### src/rtl/medidor_periodo.sv
// medidor_periodo: measures the period of a slow asynchronous square wave in clk cycles
// and hands each result out over a valid/ready handshake.
// Optional feature: define MEDIDOR_PROMEDIO4_EN to present the floor average of every
// four consecutive captures instead of each capture.
module medidor_periodo #(
  parameter int unsigned CNT_W   = 23,
  parameter int unsigned TIMEOUT = 8000000
) (
  input  logic             clk,
  input  logic             reset,
  input  logic             s_in,
  output logic [CNT_W-1:0] periodo,
  output logic             valid,
  input  logic             ready,
  output logic             timeout,
  output logic             overrun
);

  localparam logic [CNT_W-1:0] TimeoutC = CNT_W'(TIMEOUT);

  typedef enum logic [0:0] {StIdle, StMeas} state_e;

  state_e           state_q, state_d;
  logic [CNT_W-1:0] cuenta_q, cuenta_d;

  logic             s1_q, s2_q, s3_q;
  // Marks which sync stages hold post-reset samples, so a level that is already high at
  // reset release is not mistaken for a rising edge.
  logic [2:0]       fill_q;
  logic             edge_det;

  logic             capture;
  logic             timeout_hit;
  logic             present;
  logic [CNT_W-1:0] result;

  logic [CNT_W-1:0] periodo_q, periodo_d;
  logic             valid_q, valid_d;
  logic             timeout_q, timeout_d;
  logic             overrun_q, overrun_d;

`ifdef MEDIDOR_PROMEDIO4_EN
  logic [CNT_W+1:0] sum_q, sum_d;
  logic [1:0]       nmues_q, nmues_d;
  logic [CNT_W+1:0] sum_total;
`endif

  assign edge_det = s2_q & ~s3_q & fill_q[2];

  // Input synchronizer and edge-detect history.
  always_ff @(posedge clk) begin
    if (!reset) begin
      s1_q   <= 1'b0;
      s2_q   <= 1'b0;
      s3_q   <= 1'b0;
      fill_q <= 3'b000;
    end else begin
      s1_q   <= s_in;
      s2_q   <= s1_q;
      s3_q   <= s2_q;
      fill_q <= {fill_q[1:0], 1'b1};
    end
  end

  // Measurement FSM next state: count clk cycles between rising edges, give up at timeout.
  always_comb begin
    state_d     = state_q;
    cuenta_d    = cuenta_q;
    capture     = 1'b0;
    timeout_hit = 1'b0;
    case (state_q)
      StIdle: begin
        cuenta_d = '0;
        if (edge_det) begin
          state_d  = StMeas;
          cuenta_d = CNT_W'(1);
        end
      end
      StMeas: begin
        if (edge_det) begin
          capture  = 1'b1;
          cuenta_d = CNT_W'(1);
        end else if (cuenta_q == TimeoutC) begin
          timeout_hit = 1'b1;
          cuenta_d    = '0;
          state_d     = StIdle;
        end else begin
          cuenta_d = cuenta_q + CNT_W'(1);
        end
      end
      default: begin
        state_d  = StIdle;
        cuenta_d = '0;
      end
    endcase
  end

`ifdef MEDIDOR_PROMEDIO4_EN
  // Accumulate four captures; only the fourth presents a (floor) averaged result.
  always_comb begin
    sum_total = sum_q + {2'b00, cuenta_q};
    sum_d     = sum_q;
    nmues_d   = nmues_q;
    present   = capture && (nmues_q == 2'd3);
    result    = sum_total[CNT_W+1:2];
    if (timeout_hit) begin
      sum_d   = '0;
      nmues_d = 2'd0;
    end else if (capture) begin
      if (nmues_q == 2'd3) begin
        sum_d   = '0;
        nmues_d = 2'd0;
      end else begin
        sum_d   = sum_total;
        nmues_d = nmues_q + 2'd1;
      end
    end
  end
`else
  // Every capture is presented directly.
  always_comb begin
    present = capture;
    result  = cuenta_q;
  end
`endif

  // Output handshake: load a new result when the slot is free or being accepted now.
  always_comb begin
    periodo_d = periodo_q;
    valid_d   = valid_q;
    timeout_d = timeout_q;
    overrun_d = overrun_q;
    if (timeout_hit) begin
      timeout_d = 1'b1;
    end
    if (present) begin
      if (!valid_q || ready) begin
        periodo_d = result;
        valid_d   = 1'b1;
        timeout_d = 1'b0;
      end else begin
        overrun_d = 1'b1;
      end
    end else if (valid_q && ready) begin
      valid_d   = 1'b0;
      overrun_d = 1'b0;
    end
  end

  // State and output registers.
  always_ff @(posedge clk) begin
    if (!reset) begin
      state_q   <= StIdle;
      cuenta_q  <= '0;
      periodo_q <= '0;
      valid_q   <= 1'b0;
      timeout_q <= 1'b0;
      overrun_q <= 1'b0;
`ifdef MEDIDOR_PROMEDIO4_EN
      sum_q     <= '0;
      nmues_q   <= 2'd0;
`endif
    end else begin
      state_q   <= state_d;
      cuenta_q  <= cuenta_d;
      periodo_q <= periodo_d;
      valid_q   <= valid_d;
      timeout_q <= timeout_d;
      overrun_q <= overrun_d;
`ifdef MEDIDOR_PROMEDIO4_EN
      sum_q     <= sum_d;
      nmues_q   <= nmues_d;
`endif
    end
  end

  assign periodo = periodo_q;
  assign valid   = valid_q;
  assign timeout = timeout_q;
  assign overrun = overrun_q;

endmodule

### config.mk
export PLATFORM = sky130hd
export DESIGN_NAME = medidor_periodo
export DESIGN_NICKNAME = d
export VERILOG_FILES = /design/src/rtl/medidor_periodo.sv
export SDC_FILE = /design/constraint.sdc
export NUM_CORES = 1
export LEC_CHECK = 0
export ABC_AREA = 1
export CAP_MARGIN = 20
export CORE_MARGIN = 1.5
export CORE_UTILIZATION = 54
export CTS_CLUSTER_SIZE = 25
export DETAILED_ROUTE_END_ITERATION = 7
export HOLD_SLACK_MARGIN = 0.15
export PLACE_DENSITY = 0.78
export RECOVER_POWER = 100
export SKIP_LAST_GASP = 1
export SLEW_MARGIN = 30
export SYNTH_ARGS = -nofsm -noshare
export SYNTH_HDL_FRONTEND = slang
export SYNTH_SLANG_ARGS = --single-unit
### constraint.sdc
create_clock -name clk -period 1.84 [get_ports clk]
set_input_delay 0.368 -clock clk [delete_from_list [all_inputs] [get_ports clk]]
set_output_delay 0.368 -clock clk [all_outputs]
set_load 0.01 [all_outputs]
### Word level (Yosys, flattened, before mapping)

Index checks and enable logic that the tools add are counted.

| storage, ports and cells | value |
|---|---|
| output and inout port bits | 26 |
| word-level logic and storage cells | 47 |
| flip-flop bits (word level) | 56 |

| operators by class | value |
|---|---|
| bitwise operators | 4 |
| reduce and logical (&&, ||, !) cells | 7 |
| mux-type cells | 21 |
| equality and inequality tests | 3 |
| $add $sub $neg | 1 |

Operator list:

| cell | number |
|---|---|
| 2-to-1 mux 23 bit | 2 |
| one-hot mux 23 bit (2 select lines) | 1 |
| adder 23 x 1 -> 23 bit (second input constant) | 1 |
| equality test 23 bit (second input constant) | 1 |
| 2-to-1 mux 1 bit | 17 |
| AND reduction 2 bit | 3 |
| bitwise AND 1 bit | 2 |
| inequality test 2 x 1 -> 1 bit (second input constant) | 1 |
| inequality test 2 bit (second input constant) | 1 |
| NOT 1 bit | 2 |
| one-hot mux 1 bit (2 select lines) | 1 |
| nonzero test 2 bit | 1 |
| logical AND 1 bit | 1 |
| logical NOT 1 bit | 1 |
| logical OR 1 bit | 1 |

### Logic depth before layout (Yosys ltp)

| depth | value |
|---|---|
| word-level depth | 8 |
| depth in mapped cells | 10 |
| gate-level depth less buffers | 9 |

### Worst setup path after synthesis

OpenSTA, ideal clock, no wires.

| timing path | value |
|---|---|
| path type | reg-to-reg |
| start | reg cuenta_q[0] |
| end | reg cuenta_q[9] |
| data required time | 1.718 ns |
| path buffers | 1 |
| setup slack | 0.553 ns |
| arrival | 1.166 ns |
| setup time | 0.122 ns |
| cell stages (with the launch flop) | 11 |
| cell sequence | dfxtp_1 inv_1 ha_1 nand2_1 inv_1 nand3_1 nor2_1 nand2_1 nand3_1 buf_4 a21oi_1 |

| between the ends | value |
|---|---|
| word-level cells in the longest chain between the ends | 4 |
| elaborated cells between the ends (all ways) | 5 |
| those cells by class | 1 x add/sub; 1 x eq/ne; 3 x mux |

RTL lines:

| what | RTL line | text |
|---|---|---|
| start, declared | 24 | `logic [CNT_W-1:0] cuenta_q, cuenta_d;` |
| start signal, assigned | 165 | `cuenta_q <= cuenta_d;` |
| adder 23 x 1 -> 23 bit / equality test 23 bit (equally long branches) | 88, 83 |  |
| 2-to-1 mux 23 bit (*) | 83 | `end else if (cuenta_q == TimeoutC) begin` |
| 2-to-1 mux 23 bit (*) | 80 | `if (edge_det) begin` |
| one-hot mux 23 bit (2 select lines) (*) | 71 | `case (state_q)` |

Every way passes the cells marked *; elsewhere a longest branch is shown, timed or not.
A chain may end at the register's enable or synchronous reset.

### Final worst setup path

| timing path | value |
|---|---|
| start | reg valid_q (netlist: valid) |
| end | out valid |

RTL lines:

| what | RTL line | text |
|---|---|---|
| start, declared | 38 | `logic valid_q, valid_d;` |
| start signal, assigned | 167 | `valid_q <= valid_d;` |
| end, declared | 13 | `output logic valid,` |

No word-level cell between the ends.

==> metrics.txt <==
status completed; global-route usage over all layers 22.8%; max incr delay on CP 610 ps; Remaining DRCs 0; post-synth top area share 48.0%; area of the mapped netlist 2340 sq um; sequential share of the synthesized area 48.0%; clock sink count 56; Util after Layout 68.7%; antenna fix cells 0; DR pass1 iterations 4; Post-synth EDFFs 0; Hold Path Depth 2; Leak 0.00109 uW; die extent in y 68.8 um; die footprint 4730 sq um; Post-CTS Hold Buffers 0; number of stages on the worst setup path 1; Resized cells post-CTS 0; Detail Placement HPWL 3.51 mm; Ys Warns 0; placed cell areas 2700 sq um; max_cap viols 0; measured slew at the worst slew-check pin 578 ps; final wirelength 4.83 mm; Initial Util 57.2%; Int Pwr 1640 uW; largest cells by area after synthesis dfxtp_1 (48%), nor2_1 (12%), nand2_1 (9.8%); Distinct cells, synth 22; post-CTS setup buffer count 0; antenna violations before repair 0; Area Overhead vs Synth 20.2%; cell count after synthesis 323; most common cell in the netlist nor2_1; Ports 30; TritonCTS clock tree done; Overflow after GRT 0; Worst path slowest cell dlygate4sd3_1; syn nets 329; Critical Path RT 1470 ps; Async S/R FF share, synth 0%; core area 4090 sq um; routed vias/inst 5.13; number of CTS-inserted buffers 5; Period minus WS final 1630 ps; Synth Flop Type dfxtp_1; Final Setup Violations 0; initial DRC count 154; IO buf count 29; number of synthesized register bits 56; number of core rows 23; crit-path cells dlygate4sd3_1; via count 2083; clock share of power 39.2%; pwr dens 730 nW/um^2; r2r worst-path depth 7; Die X 68.8 um; Sw Share 20.1%; CP bufs+invs 1; vias in the first global route 1777; Nets 361; Comb power frac 1.3%; Root Buffer Master clkbuf_8; Slew Limit Fails 0; Max VDD drop 533 uV; Seq pwr share 59.5%; Reg clk slew, reported paths 100 ps; commonest cells in the synthesized netlist nor2_1 (75), nand2_1 (61), dfxtp_1 (56), inv_1 (30), o21ai_0 (29); Setup TNS 0 ps; Worst slew margin 61.5%; NetSw 411 uW; Yosys top cell by area dfxtp_1; Startpoint Class flip-flop; GP Congestion 0.939; post-DR wirelength/cell 11.9 um; Tcrit/Tclk final 88.5%; Critical Path Sink Type output pin; final antenna-violating net count 0; H-tree levels 2; Clock Path Buffers 2; RSZ-0062 raised after global routing false; largest net degree at the start of global routing 23; Worst-Skew Late Latency 310 ps; Mean Syn Cell Area 7.23 sq um; WP data arrival 1260 ps; final setup skew 5.59 ps; Power Total 2050 uW; Filler Cells Inserted 357; WS Path Type flip-flop to output pin; share of cells above drive strength 1 5.06%; Final Hold Fails 0; post-route worst setup slack 212 ps; HP Class flip-flop to flip-flop; Fmax 614 MHz; first-pass GRT wire length 8.01 mm; crit path max fanout 3; pre-CTS setup slack 209 ps; delay-heaviest family, CP buffers and inverters; final instance area 2810 sq um
state kept, by name, indices dropped and copies added, names as in the netlist:
| name | flops |
|---|---|
| cuenta_q | 23 |
| fill_q | 3 |
| overrun | 1 |
| periodo | 23 |
| s1_q | 1 |
| s2_q | 1 |
| s3_q | 1 |
| state_q | 1 |
| timeout | 1 |
| valid | 1 |
kinds of logic after synthesis:
kind of cell	synth area share, %
xor+xnor	3.75
flops	48.0
buf+inv	7.18
fa+ha+maj	1.07
compound gates	11.4
simple gates	28.7
final timing paths:
path | end | from | slack [ps]
min | s2_q$_SDFF_PN0_ | s1_q$_SDFF_PN0_ | 420
max reg2reg | cuenta_q[22]$_SDFF_PP0_ | cuenta_q[0]$_SDFF_PN0_ | 300
max | valid | valid$_SDFFE_PN0P_ | 210
min reg2reg | s2_q$_SDFF_PN0_ | s1_q$_SDFF_PN0_ | 420
power by group through the flow:
stage / Clock, uW / Sequential, uW / Combinational [uW]
after floorplan: 0 / 1250 / 14.9
after global placement: 0 / 1250 / 29.0
after detailed placement: 0 / 1250 / 29.3
after CTS: 821 / 1220 / 29.4
after global routing: 876 / 1220 / 30.3
final: 803 / 1220 / 26.4
metrics by stage:
stage	hold WS, ps	instances
after floorplan	390	323
after global placement	392	398
after detailed placement	403	398
after CTS	426	406
after global routing	449	406
final	423	406
final cells by class:
type | instances | area [sq um] | share of cell area, %
inverter | 31 | 116 | 4.14
tap | 50 | 62.6 | 2.23
sequential | 56 | 1120 | 39.9
multi-input combinational | 227 | 1050 | 37.3
clock inverter | 3 | 46.3 | 1.65
clock buffer | 5 | 68.8 | 2.45
timing repair buffer | 34 | 345 | 12.3
tightest hold or removal path, delay by kind of cell, from the launching register on:
kind | cells | cell delay [ps]
DFF | 1 | 310
and+or+nand+nor | 1 | 50
buffers and inverters | 1 | 30
cell usage in the layout, fill, tap and decap left out, drive strengths merged:
cell type and n:
a21oi 24, buf 3, bufinv 1, clkbuf 7, clkdlybuf4s50 2, clkinvlp 1
dfxtp 56, dlygate4sd3 27, ha 2, inv 32, nand2 62, nand3 16
nand3b 1, nand4 1, nor2 79, o21ai 29, or2 3, xnor2 4
xor2 6
metal layers:
metal  global-route usage (%)  up-vias  part of all wire [%]
li1                         -     1085                     -
met1                     31.6      922                    50
met2                     33.5       62                    42
met3                     5.36       14                   5.1
met4                     10.5        0                   2.7
met5                        0        -                     0
(Power assumes the default switching activity.)
